==> src/rtl/seg7_scan_driver.sv <==
// Four-digit multiplexed 7-segment driver for the MM:SS BCD stopwatch count.
// Optional blink-on-stop is built when STOP_BLINK_EN is defined.
module seg7_scan_driver #(
  parameter int REFRESH_DIV = 50000,
  parameter int BLINK_DIV   = 8
) (
  input  logic        clk_in,
  input  logic        RESET,
  input  logic [15:0] bcd_in,
  input  logic        blank_lz,
  input  logic        colon_on,
  input  logic        running,
  output logic [3:0]  an,
  output logic [6:0]  seg,
  output logic        dp
);

  localparam int PRE_W = (REFRESH_DIV > 1) ? $clog2(REFRESH_DIV) : 1;

  logic [PRE_W-1:0] pre_cnt;
  logic [1:0]       idx;
  logic [15:0]      snap;
  logic             first;
  logic             tick;
  logic [3:0]       nib;

  function automatic logic [6:0] seg_decode(input logic [3:0] d);
    logic [6:0] s;
    case (d)
      4'd0:    s = 7'b1000000;
      4'd1:    s = 7'b1111001;
      4'd2:    s = 7'b0100100;
      4'd3:    s = 7'b0110000;
      4'd4:    s = 7'b0011001;
      4'd5:    s = 7'b0010010;
      4'd6:    s = 7'b0000010;
      4'd7:    s = 7'b1111000;
      4'd8:    s = 7'b0000000;
      4'd9:    s = 7'b0010000;
      default: s = 7'b0111111;
    endcase
    return s;
  endfunction

  assign tick = (pre_cnt == PRE_W'(REFRESH_DIV - 1));
  assign nib  = snap[{idx, 2'b00} +: 4];

`ifdef STOP_BLINK_EN
  localparam int FR_W = (BLINK_DIV > 1) ? $clog2(BLINK_DIV) : 1;

  logic [FR_W-1:0] fr_cnt;
  logic            blink_ph;

  // Frame counter only advances while stopped, so running=1 always restarts the lit phase.
  always_ff @(posedge clk_in) begin
    if (RESET || running) begin
      fr_cnt   <= '0;
      blink_ph <= 1'b0;
    end else if (tick && idx == 2'd3) begin
      if (fr_cnt == FR_W'(BLINK_DIV - 1)) begin
        fr_cnt   <= '0;
        blink_ph <= ~blink_ph;
      end else begin
        fr_cnt <= fr_cnt + FR_W'(1);
      end
    end
  end
`else
  logic unused_running;
  assign unused_running = running ^ (BLINK_DIV == 0);
`endif

  always_ff @(posedge clk_in) begin
    if (RESET) begin
      pre_cnt <= '0;
      idx     <= 2'd0;
      snap    <= 16'h0000;
      first   <= 1'b1;
      an      <= 4'b1111;
      seg     <= 7'b1111111;
      dp      <= 1'b1;
    end else begin
      pre_cnt <= tick ? '0 : pre_cnt + PRE_W'(1);
      if (tick) idx <= idx + 2'd1;
      // Snapshot only at frame boundaries so a mid-scan count change cannot tear the display.
      if (first || (tick && idx == 2'd3)) snap <= bcd_in;
      first <= 1'b0;
      if (first) begin
        an  <= 4'b1111;
        seg <= 7'b1111111;
        dp  <= 1'b1;
      end else begin
        an  <= ~(4'b0001 << idx);
        seg <= (blank_lz && idx == 2'd3 && snap[15:12] == 4'd0) ? 7'b1111111
                                                               : seg_decode(nib);
        dp  <= ~(colon_on && idx == 2'd2);
`ifdef STOP_BLINK_EN
        if (!running && blink_ph) an <= 4'b1111;
`endif
      end
    end
  end

endmodule

==> config.mk <==
export PLATFORM = sky130hd
export DESIGN_NAME = seg7_scan_driver
export DESIGN_NICKNAME = d
export VERILOG_FILES = /design/src/rtl/seg7_scan_driver.sv
export SDC_FILE = /design/constraint.sdc
export NUM_CORES = 1
export LEC_CHECK = 0
export ABC_AREA = 1
export ABC_CLOCK_PERIOD_IN_PS = 1500
export CORE_ASPECT_RATIO = 0.8
export CORE_MARGIN = 3
export CORE_UTILIZATION = 49
export DETAILED_ROUTE_END_ITERATION = 7
export PLACE_DENSITY = 0.84
export SETUP_SLACK_MARGIN = 0.02
export SYNTH_ARGS = -nofsm -noshare
export SYNTH_HDL_FRONTEND = slang
export SYNTH_SLANG_ARGS = --single-unit
==> constraint.sdc <==
create_clock -name clk_in -period 1.5 [get_ports clk_in]
set_input_delay 0.15 -clock clk_in [delete_from_list [all_inputs] [get_ports clk_in]]
set_output_delay 0.15 -clock clk_in [all_outputs]
set_load 0.1 [all_outputs]
* Word-level counts from Yosys, hierarchy flattened
Memories as Yosys holds them, arrays and structs flattened. A register that Yosys moved wholly into a read port is not among the register bits. Index checks and enable logic that the tools add are counted.
Storage, ports and cells: flip-flop bits (word level) 40, bits in read-only memories 112, input bits 21, output and inout bits 12, word-level logic and storage cells 26, memories kept 1
Memory list:
- (name not given) | words 16, width 7, read ports 1, clocked after Yosys merged registers in 1, write ports 0, RTL line 29 | case (d)
Operators by class: add/sub/neg operators 2, equal/unequal tests 3, shift operators 2, muxes and demuxes 1, bitwise gates (word level) 2, reduce and logical (&&, ||, !) cells 9
Operators by type and width (number):
- 16-bit by 1-bit adder with 16-bit output (second input constant) | 1
- 16-bit == test (second input constant) | 1
- 16-bit by 5-bit indexed part select with 4-bit output | 1
- 2-bit == test (second input constant) | 2
- 1-bit logical AND | 4
- 4-bit zero test | 1
- 4-bit inverter | 1
- 2-bit OR reduction | 2
- 1-bit by 2-bit left shift with 4-bit output (first input constant) | 1
- 3-bit OR reduction | 1
- 2-bit by 1-bit adder with 2-bit output (second input constant) | 1
- 1-bit logical OR | 1
- 1-bit 2-to-1 mux | 1
- 1-bit inverter | 1

* Logic depth before layout (Yosys ltp)
Gate-level depths: netlist of run 1.
depth in word-level cells 4, mapped depth 10, depth with buffers taken out 10

* Worst setup path after synthesis of run 1
OpenSTA, ideal clock, no wires.
kind register to register, from register idx[0], to register seg[3], setup time 120 ps, arrival time 1371 ps, required time 1380 ps, slack 9 ps, stages on the path, launching flop included 9, path buffers 1, period minus slack after synthesis 1491 ps, path through dfxtp_1 -> buf_2 -> a21oi_1 -> o21ai_0 -> nand2_1 -> ha_1 -> nand3_1 -> nand3_1 -> nand2_1
On the way: longest elaborated chain between the ends 4, elaborated cells on any way between the ends 5, those cells by class 1 x eq/ne; 1 x shift; 3 x reduce/logical
RTL lines:
- start, declared | RTL line 21 | logic [1:0] idx;
- start signal, assigned | RTL line 84 | if (tick) idx <= idx + 2'd1;
- branches (longest 4 deep; another with 16-bit by 5-bit indexed part select with 4-bit output)
- end, declared | RTL line 14 | output logic [6:0] seg,
Parallel ways; which one is timed is not known. A chain may end at the register's enable or synchronous reset.

* Worst setup path in the final report of run 1
from register pre_cnt[8], to register idx[1]
On the way: longest elaborated chain between the ends 1
RTL lines:
- start, declared | RTL line 20 | logic [PRE_W-1:0] pre_cnt;
- start signal, assigned | RTL line 83 | pre_cnt <= tick ? '0 : pre_cnt + PRE_W'(1);
- 16-bit == test | RTL line 45 | assign tick = (pre_cnt == PRE_W'(REFRESH_DIV - 1));
No other way between the ends.

==> results of run 1 <==
## registers in the layout, summed over array words and instances (netlist names)
signal and flops:
idx 2, snap 16, seg 7, first 1, pre_cnt 16, dp 1
an 4
## power breakdown
| part | leakage, nW | internal, mW | total [mW] | switching, mW |
|---|---|---|---|---|
| Sequential | 0.388 | 1.30 | 1.33 | 0.0367 |
| Combinational | 0.909 | 0.205 | 0.485 | 0.280 |
| Clock | 0.0612 | 0.540 | 0.977 | 0.437 |
| Total | 1.36 | 2.04 | 2.79 | 0.754 |
## logic make-up (layout without fill, tap and decap cells)
kind of cell,Yosys count,count (layout)
and+or+nand+nor,159,159
AOI/OAI and AO/OA,47,47
buffers and inverters,53,110
xor gates and xnor gates,1,1
DFF,47,47
adders and majority gates,11,11
## path summary, 6_finish.rpt
kind	to	depth (start not counted)	from	slack [ns]
max	idx[1]$_SDFFE_PP0P_	9	pre_cnt[8]$_SDFF_PP0_	-0.04
min	dp$_SDFF_PP1_	2	colon_on	0.37
max reg2reg	idx[1]$_SDFFE_PP0P_	9	pre_cnt[8]$_SDFF_PP0_	-0.04
min reg2reg	pre_cnt[0]$_SDFF_PP0_	1	pre_cnt[0]$_SDFF_PP0_	0.42
## per-stage QoR
stage | cells | worst slack, ns | total power, mW | instance area, um2 | hold WS [ns]
after CTS | 422 | 0.0294 | 2.73 | 3020 | 0.371
after detailed placement | 413 | -0.124 | 1.78 | 2880 | 0.441
after global routing | 432 | -0.100 | 2.88 | 3210 | 0.374
final | 432 | -0.0382 | 2.79 | 3210 | 0.367
after global placement | 413 | -0.0794 | 1.77 | 2880 | 0.433
after floorplan | 318 | 0.0405 | 1.62 | 2320 | 0.178
## routing by layer
layer  up-vias  wire, um
li1       1128         -
met1      1089      2690
met4         0       335
met5         -         0
met2       152      3230
met3        40       518
## repair_timing
action,CTS,global route
pin swaps,2,15
endpoints found under the setup margin,27,41
setup buffers,1,10
gates resized for setup,7,33
## layout make-up
| type | count | area (um2) |
|---|---|---|
| fill | 306 | 1150 |
| sequential | 47 | 950 |
| clock inverter | 2 | 35.0 |
| tap | 57 | 71.3 |
| inverter | 44 | 168 |
| timing repair buffer | 58 | 657 |
| multi-input combinational | 218 | 1250 |
| clock buffer | 6 | 82.6 |
## layout by cell type (no fill, tap or decap), types with 6 or more instances in the layout
cell             count
a21oi_1             30
buf_12              13
buf_4               23
clkbuf_8             6
clkdlybuf4s50_1     19
dfxtp_1             44
ha_1                 9
inv_1               35
inv_2                7
nand2_1             67
nand2_2              6
nand3_1             26
nand3_2              9
nor2_1              29
nor3_1               6
## critical path: stages (launching register included)
cell and delay (ns):
dfxtp_1 0.44, nand2_2 0.15, inv_2 0.09, nand2_2 0.06, nor2_4 0.15, nand2_1 0.12
buf_4 0.17, inv_1 0.08, nand2_1 0.06, a21oi_1 0.15
==> out/summary.txt, run 1 <==
post-synthesis sequential area ratio = 0.406
Antenna Cells = 0
gr usage total = 0.193
Synth cell types = 29
MaxCap Viol Count = 0
antenna violations before repair = 0
peak supply drop = 0.000567 V
vias = 2409
TritonCTS Buffers = 5
GRT busiest layer = met2
Synth top cells by count = nand2_1 (71), dfxtp_1 (47), inv_1 (38)
Setup WS post-layout = -0.0382 ns
gpl congestion = 0.858
asr flop ratio synth = 0
largest net degree at the start of global routing = 33
CP max FO = 5
Slew Limit Fails = 0
CTS tree = done
GRT met2 Usage = 0.322
crit path time final = 1.54 ns
setup TNS = -0.121 ns
unrepaired setup endpoints after global routing = true
global-route wire length before repair = 8620 um
Root Driver = clkbuf_8
die width = 82.8 um
outcome = finished, violations left
die area = 0.00559 mm2
pwr/cell area = 871 mW/mm2
grt met1 use = 0.238
crit path launch type = register
Max Root-Sink Buffers = 2
top post-synthesis cells by area = dfxtp_1 (41%), nand2_1 (12%), a21oi_1 (7.6%), nand3_1 (6.5%), inv_1 (6.2%)
Syn. warnings = 0
post-synthesis mux area share = 0
critical path class = reg -> reg
Iteration-0 DRC Markers = 341
syn nets = 350
vias in the first global route = 1963
H-tree level count = 2
post-synth top area share = 0.406
Post-Synth Simple-Gate Area = 0.320
first drt pass iteration count = 6
Detailed Route WL = 6780 um
register bit total from synthesis = 47
vias per cell = 5.58
Die Ht = 67.5 um
Congestion Overflow GR = 0
failing checks = negative setup slack
Critical Path RT = 1.73 ns
Starting Density = 0.531
Hold Crit Class = in -> reg
Layout Nets = 406
Worst-Margin Slew = 0.541 ns
leakage = 1.36 nW
CTS Sinks = 47
Post-Synth Adder-Cell Area = 0.0595
Compound-Gate Fraction of Synth Area = 0.110
cts-stage hold buffer count = 0
IO Count = 33
Post-synth EDFFs = 0
largest family of logic cells by synthesized area = simple AND/OR/NAND/NOR gates
Final setup viols = 14
Port Buffer Count = 31
area leader, netlist = dfxtp_1
count leader, synth = nand2_1
Synth Instances = 318
xor-xnor portion of the synthesized cell area = 0.00378
final hold viol count = 0
Wirelength per Cell = 15.7 um
Final Core Density = 0.736
Setup Skew = 0.0163 ns
Core Region = 0.00436 mm2
drc violations = 0
synthesized area = 0.00231 mm2
Clock transition at path regs = 0.10 ns
syn_area_per_cell = 7.28 um2
Worst EP arrival = 1.76 ns
ys flop type = dfxtp_1
M3 GR Usage = 0.0402
CP endpoint kind = register
FP Rows = 21
Clock Latency Late Sink = 0.31 ns
Slew Limit Headroom = 0.637
fin crit share = 1.03
ANT nets after route = 0
P&R area growth vs syn = 38.7%
detailed placement HPWL = 3480 um
ratio of cells with drive above 1 in the final layout = 0.243
Max Freq = 650 MHz
(Power assumes the default switching activity.)
==> run 2, diff against run 1 <==
--- a/config.mk
+++ b/config.mk
@@ -5,11 +5,11 @@
 export SDC_FILE = /design/constraint.sdc
 export NUM_CORES = 1
 export LEC_CHECK = 0
-export ABC_AREA = 1
 export ABC_CLOCK_PERIOD_IN_PS = 1500
 export CORE_ASPECT_RATIO = 0.8
 export CORE_MARGIN = 3
 export CORE_UTILIZATION = 49
+export CTS_BUF_LIST = sky130_fd_sc_hd__clkbuf_8
 export DETAILED_ROUTE_END_ITERATION = 7
 export PLACE_DENSITY = 0.84
 export SETUP_SLACK_MARGIN = 0.02
==> run 2 against run 1 <==
Against the previous run: the flow still finishes with violations (negative setup slack); clock skew decreased by 0.0070 ns; core utilization grew 3.3 points; synthesized cell count decreased by 31%; worst hold slack worse by 0.012 ns; register-to-register slack got worse by 0.21 ns; worst setup slack worse by 0.21 ns; sequential power barely moved; sequential share of layout area fell by 0.46 points; via count is 25% lower; first-iteration DRC count is 65% lower; clock power down 23%; power is 7.6% lower; largest power group unchanged.
==> out/summary.txt, run 2 <==
outcome = finished, violations left
failing checks = negative setup slack
CP max FO = 8
Setup WS post-layout = -0.250 ns
FP Rows = 21
most frequent cells in the layout = dfxtp_1 (44), nand2b_1 (34), buf_4 (32), clkdlybuf4s50_1 (19), mux2i_1 (16)
metal3 WL = 317 um
post-synthesis sequential area ratio = 0.432
peak supply drop = 0.000657 V
Clock Latency Late Sink = 0.31 ns
Worst-Margin Slew = 0.318 ns
detailed placement HPWL = 3490 um
Layout Nets = 322
leakage = 1.32 nW
crit path launch type = register
MaxCap Viol Count = 0
met2 wire length = 2740 um
Core Region = 0.00423 mm2
worst slack, placed = -0.320 ns
Die Ht = 65.6 um
drc violations = 0
Setup Skew = 0.00931 ns
Synth Instances = 221
CTS tree = done
Max Freq = 571 MHz
Synth top cells by count = dfxtp_1 (47), nand2b_1 (34), nor2_1 (18)
Starting Density = 0.514
ys flop type = dfxtp_1
Critical Path RT = 1.70 ns
CP endpoint kind = register
Final Core Density = 0.769
post-synth top area share = 0.432
final hold viol count = 0
most common cell after layout, fill and taps aside = dfxtp_1
Clock transition at path regs = 0.09 ns
syn nets = 253
Congestion Overflow GR = 0
gr usage total = 0.208
critical path class = reg -> reg
Slew Limit Headroom = 0.786
Hold Crit Class = in -> reg
syn_area_per_cell = 9.85 um2
crit path time final = 1.75 ns
Max Used Layer = met4
Port Buffer Count = 31
unrepaired setup endpoints after global routing = true
pwr/cell area = 794 mW/mm2
TritonCTS Buffers = 5
die width = 80.5 um
Max Root-Sink Buffers = 2
Synth cell types = 33
area leader, netlist = dfxtp_1
Final setup viols = 41
ANT nets after route = 0
largest registers = pre_cnt: 16 flops, snap: 16 flops, seg: 7 flops
asr flop ratio synth = 0
Root Driver = clkbuf_8
vias in the first global route = 1810
H-tree level count = 2
ratio of cells with drive above 1 in the final layout = 0.364
count leader, synth = dfxtp_1
largest net degree at the start of global routing = 38
synthesized area = 0.00218 mm2
antenna violations before repair = 0
met1 wire length = 2400 um
vias = 1798
top post-synthesis cells by area = dfxtp_1 (43%), nand2b_1 (9.8%), mux2i_1 (7.8%), ha_1 (6.3%), mux4_2 (4.1%)
die area = 0.00528 mm2
Antenna Cells = 0
P&R area growth vs syn = 49.5%
Wirelength per Cell = 15.9 um
Detailed Route WL = 5530 um
vias per cell = 5.17
Post-synth EDFFs = 0
fin crit share = 1.17
Iteration-0 DRC Markers = 120
CTS Sinks = 47
register bit total from synthesis = 47
Slew Limit Fails = 0
Syn. warnings = 0
Worst EP arrival = 1.95 ns
IO Count = 33
first drt pass iteration count = 4
flop2flop setup slack = -0.25 ns
global-route wire length before repair = 8340 um
gpl congestion = 0.790
cts-stage hold buffer count = 0
-- run 2: cell types whose count changed in the layout (fill, tap and decap cells not counted), moves of 5 or more --
cell	change
a21oi_1	-28
buf_4	+9
inv_1	-31
mux2i_1	+16
nand2_1	-56
nand2_2	-6
nand2b_1	+34
nand3_1	-20
nand3_2	-8
nor2_1	-23
nor2_2	+9
nor3_1	-5
xor2_1	+8
-- run 2: worst max-delay path, cell delays in order (launching register included) --
cell,delay [ns]
dfxtp_2,0.33
or4b_4,0.56
nor4_4,0.22
buf_4,0.18
a21o_4,0.14
clkbuf_16,0.16
nor2_1,0.05
-- run 2: metrics by stage --
stage,cell area (um2),hold slack (ns),instances,power (mW),TNS (ns)
5_1_grt,3250,0.365,348,2.67,-9.73
3_5_place_dp,2960,0.472,336,1.81,-7.23
4_1_cts,3130,0.371,345,2.55,-6.90
3_3_place_gp,2960,0.461,336,1.79,-6.35
6_report,3250,0.355,348,2.58,-7.61
2_1_floorplan,2220,0.178,221,1.61,-6.05
-- run 2: final timing paths --
| kind | start | end | cells after the start |
|---|---|---|---|
| setup / recovery | pre_cnt[11]$_SDFF_PP0_ | pre_cnt[6]$_SDFF_PP0_ | 6 |
| hold reg to reg | snap[11]$_SDFFE_PP0P_ | snap[11]$_SDFFE_PP0P_ | 2 |
| setup reg to reg | pre_cnt[11]$_SDFF_PP0_ | pre_cnt[6]$_SDFF_PP0_ | 6 |
| hold / removal | colon_on | dp$_SDFF_PP1_ | 2 |
-- run 2: final cells by class --
cell class / instances / area (um2)
fill: 250 / 977
timing repair buffer: 72 / 807
clock buffer: 5 / 68.8
clock inverter: 3 / 15.0
multi-input combinational: 157 / 1320
sequential: 47 / 947
tap: 57 / 71.3
inverter: 7 / 26.3
-- run 2: what timing repair did --
| item | in CTS | in global routing |
|---|---|---|
| resized for setup | 24 | 23 |
| pin swaps | 4 | 2 |
| buffers inserted | 1 | 2 |
| gates cloned | 0 | 1 |
| setup endpoints to repair | 41 | 41 |
-- run 2: logic make-up after synthesis --
group | Yosys count | synth area share
buffers and inverters | 17 | 0.0334
DFF | 47 | 0.432
adders and majority gates | 11 | 0.0633
AOI/OAI and AO/OA | 21 | 0.0587
xor gates and xnor gates | 12 | 0.0483
and+or+nand+nor | 91 | 0.239
muxes | 22 | 0.125
-- run 2: report_power, final --
group	total (mW)	switching [mW]	internal, mW
clock network	0.751	0.432	0.319
logic	0.499	0.252	0.247
registers	1.33	0.0354	1.30
-- run 2: metal layers --
metal	track usage	up-vias
li1	-	884
met1	0.244	850
met2	0.357	56
met3	0.0726	8
met4	0.0633	0
met5	0	-
